[src/rtl/mem_store_ctrl.sv]
// ---------------------------------------------------------------------------
// mem_store_ctrl
//
// Serialises a byte, halfword or word store into single-byte RAM writes,
// least significant byte first, at consecutive byte addresses. Bytes whose
// address falls in the memory-mapped I/O region are held back while the I/O
// sink reports it is full. A global enable freezes every register.
//
// Parameters
//   IO_BASE            lowest address of the memory-mapped I/O region
//
// Ports
//   clk_in             clock, all state changes on the rising edge
//   rst_in             asynchronous reset, active low
//   rdy_in             global enable, low freezes all state
//   store_valid_in     store request valid
//   store_addr_in      byte address of the first byte stored
//   store_data_in      store data, least significant byte first
//   store_size_in      00 byte, 01 halfword, 10/11 word
//   io_buffer_full_in  I/O sink cannot accept a byte this cycle
//   store_ready_out    block can accept a request (high in IDLE)
//   store_done_out     one-cycle pulse after the last byte is written
//   mem_dout           byte driven to RAM
//   mem_a              RAM byte address
//   mem_wr             RAM write strobe
// ---------------------------------------------------------------------------
module mem_store_ctrl #(
   parameter logic [31:0] IO_BASE = 32'h0003_0000
) (
   input  logic        clk_in,
   input  logic        rst_in,
   input  logic        rdy_in,
   input  logic        store_valid_in,
   input  logic [31:0] store_addr_in,
   input  logic [31:0] store_data_in,
   input  logic [1:0]  store_size_in,
   input  logic        io_buffer_full_in,
   output logic        store_ready_out,
   output logic        store_done_out,
   output logic [7:0]  mem_dout,
   output logic [31:0] mem_a,
   output logic        mem_wr
);

   localparam logic [0:0] S_IDLE  = 1'b0;
   localparam logic [0:0] S_WRITE = 1'b1;

   logic [0:0]  state_q;
   logic [31:0] addr_q;
   logic [31:0] data_q;
   logic [2:0]  count_q;
   logic [1:0]  idx_q;
   logic        done_q;

   logic        in_write;
   logic [31:0] byte_addr;
   logic [7:0]  byte_data;
   logic        io_stall;
   logic        last_byte;
   logic [2:0]  req_count;

   // Number of bytes for the requested size; both 10 and 11 mean a word.
   always_comb begin
      req_count = 3'd4;
      case (store_size_in)
         2'b00:   req_count = 3'd1;
         2'b01:   req_count = 3'd2;
         default: req_count = 3'd4;
      endcase
   end

   // Current byte: the address wraps naturally at 2^32, so a store that
   // starts near the top of the address space continues at address zero.
   always_comb begin
      byte_addr = addr_q + {30'd0, idx_q};
      byte_data = data_q[7:0];
      case (idx_q)
         2'd0: byte_data = data_q[7:0];
         2'd1: byte_data = data_q[15:8];
         2'd2: byte_data = data_q[23:16];
         2'd3: byte_data = data_q[31:24];
         default: byte_data = data_q[7:0];
      endcase
      io_stall  = (byte_addr >= IO_BASE) && io_buffer_full_in;
      last_byte = ({1'b0, idx_q} == (count_q - 3'd1));
   end

   // Outputs are decoded from the registers; the bus is driven to zero
   // while idle so nothing stale leaks onto the RAM interface.
   always_comb begin
      in_write        = (state_q == S_WRITE);
      store_ready_out = !in_write;
      store_done_out  = done_q;
      mem_wr          = in_write && rdy_in && !io_stall;
      mem_a           = in_write ? byte_addr : 32'd0;
      mem_dout        = in_write ? byte_data : 8'd0;
   end

   // Request capture and byte sequencing. Nothing moves while rdy_in is
   // low, which also keeps a pending done pulse visible until the enable
   // returns. A byte only advances the index when the strobe actually fired.
   always_ff @(posedge clk_in or negedge rst_in) begin
      if (!rst_in) begin
         state_q <= S_IDLE;
         addr_q  <= 32'd0;
         data_q  <= 32'd0;
         count_q <= 3'd1;
         idx_q   <= 2'd0;
         done_q  <= 1'b0;
      end else if (rdy_in) begin
         if (state_q == S_IDLE) begin
            done_q <= 1'b0;
            if (store_valid_in) begin
               addr_q  <= store_addr_in;
               data_q  <= store_data_in;
               count_q <= req_count;
               idx_q   <= 2'd0;
               state_q <= S_WRITE;
            end
         end else begin
            done_q <= 1'b0;
            if (mem_wr) begin
               if (last_byte) begin
                  state_q <= S_IDLE;
                  idx_q   <= 2'd0;
                  done_q  <= 1'b1;
               end else begin
                  idx_q <= idx_q + 2'd1;
               end
            end
         end
      end
   end

endmodule

[config.mk]
export PLATFORM = sky130hd
export DESIGN_NAME = mem_store_ctrl
export DESIGN_NICKNAME = d
export VERILOG_FILES = /design/src/rtl/mem_store_ctrl.sv
export SDC_FILE = /design/constraint.sdc
export NUM_CORES = 1
export LEC_CHECK = 0
export ABC_AREA = 1
export CAP_MARGIN = 20
export CORE_MARGIN = 2
export CORE_UTILIZATION = 49
export DETAILED_ROUTE_END_ITERATION = 8
export GPL_TIMING_DRIVEN = 0
export PLACE_DENSITY = 0.8
export SLEW_MARGIN = 20
export SYNTH_ARGS = -nofsm -noshare
export SYNTH_HDL_FRONTEND = slang
export SYNTH_SLANG_ARGS = --single-unit
[constraint.sdc]
create_clock -name clk_in -period 3.85 [get_ports clk_in]
set_clock_uncertainty 0.15 [all_clocks]
set_input_delay 0.9625 -clock clk_in [delete_from_list [all_inputs] [get_ports clk_in]]
set_output_delay 0.9625 -clock clk_in [all_outputs]
set_load 0.01 [all_outputs]
==> results.md, run 1 <==
- Crit Path Max Fanout: 6
- Post-synth EDFFs: 0
- Crit Path Class: reg2out
- Root Buffer: clkbuf_8
- I/O pin cnt: 114
- Vias in the first global route: between 4000 and 5000
- Fin nets: 834
- PwrDens: between 700 and 800 nW/um^2
- Largest family of logic cells by synthesized area: simple AND/OR/NAND/NOR gates
- Post-synthesis cell type count: 33
- Critical Path RT: 2.74 ns
- Layout Cells excl Fill: ~870
- Area leader, netlist: dfrtp_1
- Sequential-to-total area share from yosys stat: a little over two fifths
- Synthesized area: ~4300 um^2
- Yosys top cell area share: between 40 and 50%
- Post-synthesis mux area share: 0%
- Initial antenna violation count: 0
- DRT iter0 DRCs: about 210
- All-layer global routing usage: ~28%
- Slew headroom: between 60% and 70%
- Most frequent cells in the layout: 282 x nand2_1, 111 x clkdlybuf4s50_1, 68 x dfrtp_1, 54 x nor2_1, 39 x inv_1
- CP cell instances: ha_4, fa_2, nand2_4, nor2_8, nand2_4, inv_1, nand3b_1, nand2_1, nor2_2, nand2_1, nor2_2, nand2_2, nand2_2, nand2_4, inv_1, clkbuf_2
- Final hold vios: 0
- Initial Util: roughly 50%
- Critical path's slowest cell: dfrtp_2
- Post-route ant nets: 0
- Final setup TNS: 0 ns
- GRT overflow: 0
- Core area: 8590 um^2
- Final Max Tran Viols: 0
- Post-route cell area: 5850 um^2
- Area after DPL: ~5600 um^2
- Via count: approximately 4500
- Clock Path Buffers: 2
- RSZ-0062 raised after global routing: true
- CP Launch Type: flip-flop
- Mean Syn Cell Area: between 6 and 7 um^2
- Vias/cell: 5.15
- Die area: around 9500 um^2
- Worst path most repeated cell: nand2_4
- Ys Warns: 0
- Post-synthesis cell count: around 620
- Clk sinks: 71
- DR pass1 iterations: 7
- Routed len/inst: between 10 and 15 um
- Final min period: between 3 and 4 ns
- Post-synthesis adder-cell area fraction: under 10%
- DRC viols: 0
- Layout area overhead: 37.2%
- # fillers: 740
- Post-Place Cells: 845
- Row cnt: 34
- Crit share post-route: between 90% and 100%
- H-tree levels: 3
- Global-route wire length before repair: about 21000 um
- Max frequency: about 270 MHz
- Pin count of the biggest net entering global routing: between 50 and 60
- Die height: between 90 and 100 um
- Clk Latency, worst-skew pair: ~0.35 ns
- Synth area leaders: dfrtp_1 41%, nand2_1 25%, nor2_1 5.0%, o21ai_0 3.6%, a21oi_1 3.5%
- N_diodes: 0
- Synth Area in Simple Gates: around two fifths
- Routed WL: roughly 13000 um
- Status: finished clean
- DPL Wire Length: a little under 10000 um
- Synthesized net count: approximately 700
- Die Width: a little under 100 um
- Slew @ Worst Pin: a little under 0.6 ns
- Hold-fix buffers, CTS: 0
- Clock transition at path regs: approximately 0.090 ns
- Max VDD drop: slightly below 0.4 mV
- Largest stage delay, worst path: roughly 0.43 ns
- TritonCTS clock tree: done
- Post-synthesis compound-gate area fraction: 9.16%
- Predominant post-synthesis flop cell: dfrtp_1
- Xor/xnor share of the synthesized area: 1.44%
- GP Congestion: 0.918
- Num CTS Buffers: 9
- HP Class: in2async
- Layout cells sized above 1: approximately 8.6%
- Number of max-cap violations: 0
- Leak Pwr: between 2 and 3 nW
- Synth async-reset ratio: between 90% and 100%
- Seq cells post-synth: approximately 70
- Crit end category: primary output
- Setup violations, final: 0
- Commonest non-fill, non-tap cell in the layout: nand2_1
- Port Buffers: around 110
- WP data arrival: 2.62 ns
==> area by class of cell <==
type | count | area (um^2) | area share [%]
sequential | 71 | 1780 | 30.5
buffer | 21 | 82.6 | 1.41
clock inverter | 5 | 35.0 | 0.599
tap | 108 | 135 | 2.31
clock buffer | 11 | 141 | 2.42
timing repair buffer | 122 | 1210 | 20.7
multi-input combinational | 487 | 2300 | 39.3
inverter | 43 | 161 | 2.76
==> worst paths after layout <==
| check | start | to | slack, ns | cells past startpoint |
|---|---|---|---|---|
| max | idx_q[0] | mem_wr | 0.12 | 16 |
| min | rst_in | addr_q[25] | 0.33 | 1 |
| max reg2reg | idx_q[0] | in_write | 1.25 | 17 |
| min reg2reg | data_q[10] | data_q[10] | 0.34 | 2 |
| max in group asynchronous | rst_in | count_q[0] | 2.64 | 2 |
| min in group clk_in | data_q[10] | data_q[10] | 0.34 | 2 |
==> power breakdown <==
part	internal, mW	total [mW]	leakage [nW]	switching [mW]
combinational	0.995	2.12	1.77	1.12
sequential	1.10	1.43	0.876	0.332
clock	0.252	0.562	0.0893	0.310
total	2.34	4.11	2.74	1.76
==> per-layer routing <==
layer | global-route usage, % | part of all wire, % | vias up
li1 | - | - | 2220
met4 | 7.16 | 1.3 | 0
met3 | 4.53 | 6.9 | 17
met2 | 49.5 | 50 | 169
met1 | 35.2 | 42 | 2060
met5 | 0 | 0 | -
==> flip-flops by register name, indices dropped and copies added (netlist names) <==
name,count
addr_q,32
idx_q,2
count_q,3
data_q,32
in_write,1
store_done_out,1
==> synth_stat cells (4+ instances only) <==
cell,n
nor3_1,4
nand2_2,6
nand4_1,6
nor2_2,5
o21ai_0,31
nor2_4,4
nand3_1,13
ha_1,7
a21oi_1,30
xnor2_1,6
inv_1,39
a31oi_1,8
nand2_1,287
nand3b_1,9
nor2_1,57
dfrtp_1,70
clkbuf_1,18
==> logic make-up after synthesis <==
family | after synthesis
AOI/OAI and AO/OA | 74
xor gates and xnor gates | 7
adders and majority gates | 8
buffers and inverters | 65
DFF | 71
and+or+nand+nor | 398
==> repair_timing <==
item,CTS,global route
gates cloned,0,0
resized for setup,11,10
endpoints found under the hold margin,0,0
setup endpoints to repair,6,5
pin swaps,3,7
setup buffers,5,3
==> per-stage QoR <==
stage          total power, mW  worst slack, ns  hold slack, ns  utilization [%]
2_1_floorplan             2.49            0.696           0.294                -
3_3_place_gp              3.39           -0.734           0.312             64.3
3_5_place_dp              3.46           -0.225           0.315             64.6
4_1_cts                   4.08          0.00497           0.328             67.5
5_1_grt                   4.41          -0.0376           0.334             68.0
6_report                  4.11            0.121           0.328             68.0
==> critical path: cells and delay by family, from the launching register on <==
family | cells | cell delay [ns]
simple gates | 11 | 0.98
fa+ha+maj | 2 | 0.58
flops | 1 | 0.43
buf+inv | 3 | 0.27
Power figures use the tool's default switching activity.
==> inputs of run 2 (changes only) <==
--- a/config.mk
+++ b/config.mk
@@ -8,10 +8,10 @@
 export ABC_AREA = 1
 export CAP_MARGIN = 20
 export CORE_MARGIN = 2
-export CORE_UTILIZATION = 49
+export CORE_UTILIZATION = 40
 export DETAILED_ROUTE_END_ITERATION = 8
 export GPL_TIMING_DRIVEN = 0
-export PLACE_DENSITY = 0.8
+export PLACE_DENSITY = 0.67
 export SLEW_MARGIN = 20
 export SYNTH_ARGS = -nofsm -noshare
 export SYNTH_HDL_FRONTEND = slang
==> results.md, run 2 (synthesis results as in run 1) <==
- Routed len/inst: about 15 um
- GP Congestion: between 0.9 and 1
- Number of max-cap violations: 0
- Largest regs: addr_q (32), data_q (32), count_q (3)
- Multi-input logic area: roughly 2300 um^2
- Die Width: approximately 110 um
- Pin count of the biggest net entering global routing: 54
- Post-route cell area: approximately 5900 um^2
- Commonest non-fill, non-tap cell in the layout: nand2_1
- Sequential share of power: around a third
- Slew headroom: about three fifths
- Final hold slack: 0.321 ns
- Crit end category: primary output
- HP Class: in2async
- Slew @ Worst Pin: 0.615 ns
- Comb pwr share: 50.7%
- PwrDens: between 700 and 800 nW/um^2
- Die area: ~11000 um^2
- I/O pin cnt: between 100 and 150
- Initial Util: roughly two fifths
- Clock transition at path regs: ~0.10 ns
- # fillers: 1045
- H-tree levels: 3
- Critical Path RT: 2.74 ns
- Core area: approximately 10000 um^2
- Reg2reg end: in_write
- TritonCTS clock tree: done
- DRC viols: 0
- GRT overflow: 0
- Global-route wire length before repair: about 21000 um
- Crit Path Class: reg2out
- RSZ-0062 raised after global routing: true
- Routed WL: between 10000 and 15000 um
- DPL Wire Length: roughly 10000 um
- Post-route ant nets: 0
- Crit Path Max Fanout: 6
- Final Power: 4.13 mW
- Root Buffer: clkbuf_8
- Worst reg-to-reg path cell count: 16
- Layout area overhead: 37.8%
- Most frequent cells in the layout: 286 x nand2_1, 111 x clkdlybuf4s50_1, 68 x dfrtp_1, 55 x nor2_1, 39 x inv_1
- Net Sw Frac: 43.2%
- Vias/cell: between 4 and 5
- Initial antenna violation count: 0
- DRT iter0 DRCs: roughly 160
- Max frequency: approximately 260 MHz
- Leak Pwr: 2.73 nW
- Layout cells sized above 1: 7.91%
- Status: finished clean
- Clk Latency, worst-skew pair: about 0.37 ns
- Sw Pwr: 1.78 mW
- Crit share post-route: between 90% and 100%
- Flop2flop setup slack: between 1 and 1.5 ns
- N_diodes: 0
- Final hold vios: 0
- Port Buffers: between 100 and 150
- Final Max Tran Viols: 0
- Clock group share of total power: between 10% and 20%
- Fin nets: approximately 830
- Row cnt: 37
- Die height: around 110 um
- Max VDD drop: 0.368 mV
- R2R Path Start: idx_q[0]
- DR pass1 iterations: 4
- Clk sinks: between 70 and 80
- Int Power: approximately 2.3 mW
- Area after DPL: about 5600 um^2
- Final min period: 3.81 ns
- Via count: 4414
- Clock Path Buffers: 2
- Num CTS Buffers: 9
- All-layer global routing usage: roughly a quarter
- WP data arrival: roughly 2.7 ns
- CP Launch Type: flip-flop
- Vias in the first global route: between 4000 and 5000
- Setup violations, final: 0
- Register area: 1780 um^2
run 2: changes by cell type in the layout (fill, tap and decap cells not counted), moves of 2 or more:
cell / change
inv_6: +3
clkinv_2: -2
nand2_2: -3
nand2_1: +4
inv_8: +3
run 2: layout make-up:
cell class	count	area share [%]
multi-input cells	487	38.7
flip-flops and latches	71	30.3
repair buffers	121	20.6
well taps	136	2.90
inverters	43	2.75
clock buffers	9	2.11
plain buffers	21	1.41
clock inverters	7	1.17
run 2: power by group through the flow:
stage	sequential, mW	combinational, mW	clock (mW)
after CTS	1.42	2.10	0.625
final	1.42	2.09	0.611
after global placement	1.42	1.99	0
after global routing	1.47	2.32	0.660
after detailed placement	1.43	2.04	0
after floorplan	1.33	1.16	0
run 2: metal layers:
layer | up-vias | track usage (%) | share of wire [%]
li1 | 2217 | - | -
met1 | 2022 | 30.1 | 43
met2 | 156 | 40.8 | 49
met3 | 19 | 3.95 | 6.4
met4 | 0 | 5.66 | 1.5
met5 | - | 0 | 0
run 2: stage by stage:
step	cells	TNS [ns]	worst slack (ns)	utilization, %
6_report	895	0	0.0443	56.9
4_1_cts	894	0	0.0120	56.7
3_3_place_gp	872	-55.45	-0.796	53.9
3_5_place_dp	873	-0.207	-0.207	54.1
5_1_grt	895	-0.125	-0.125	56.9
2_1_floorplan	623	0	0.696	-
run 2: worst max path at each step:
stage / slack, ns / end / startpoint / depth (start not counted)
after global routing: -0.12 / mem_wr / idx_q[1] / 14
after CTS: 0.01 / mem_wr / idx_q[0] / 16
after floorplan: 0.70 / mem_wr / idx_q[0] / 15
after detailed placement: -0.21 / mem_wr / idx_q[0] / 16
final: 0.04 / mem_wr / idx_q[0] / 16
after global placement: -0.80 / data_q[4] / rst_in / 1
run 2: critical path: stages (launching register included):
cell and delay, ns:
dfrtp_2 0.44, ha_4 0.17, fa_2 0.39, nand2_4 0.11, nor2_8 0.05, nand2_2 0.12, inv_1 0.07, nand3b_1 0.10
nand2_1 0.08, nor2_2 0.13, nand2_1 0.07, nor2_1 0.09, nand2_1 0.08, nand2_2 0.09, nand2_4 0.07, inv_1 0.05
clkdlybuf4s15_2 0.21
run 2: repair_timing:
item	CTS	global route
hold endpoints to repair	0	0
buffers inserted	5	2
hold buffers	0	0
pin swaps	6	5
gates cloned	0	0
resized for setup	12	2
endpoints found under the setup margin	6	6
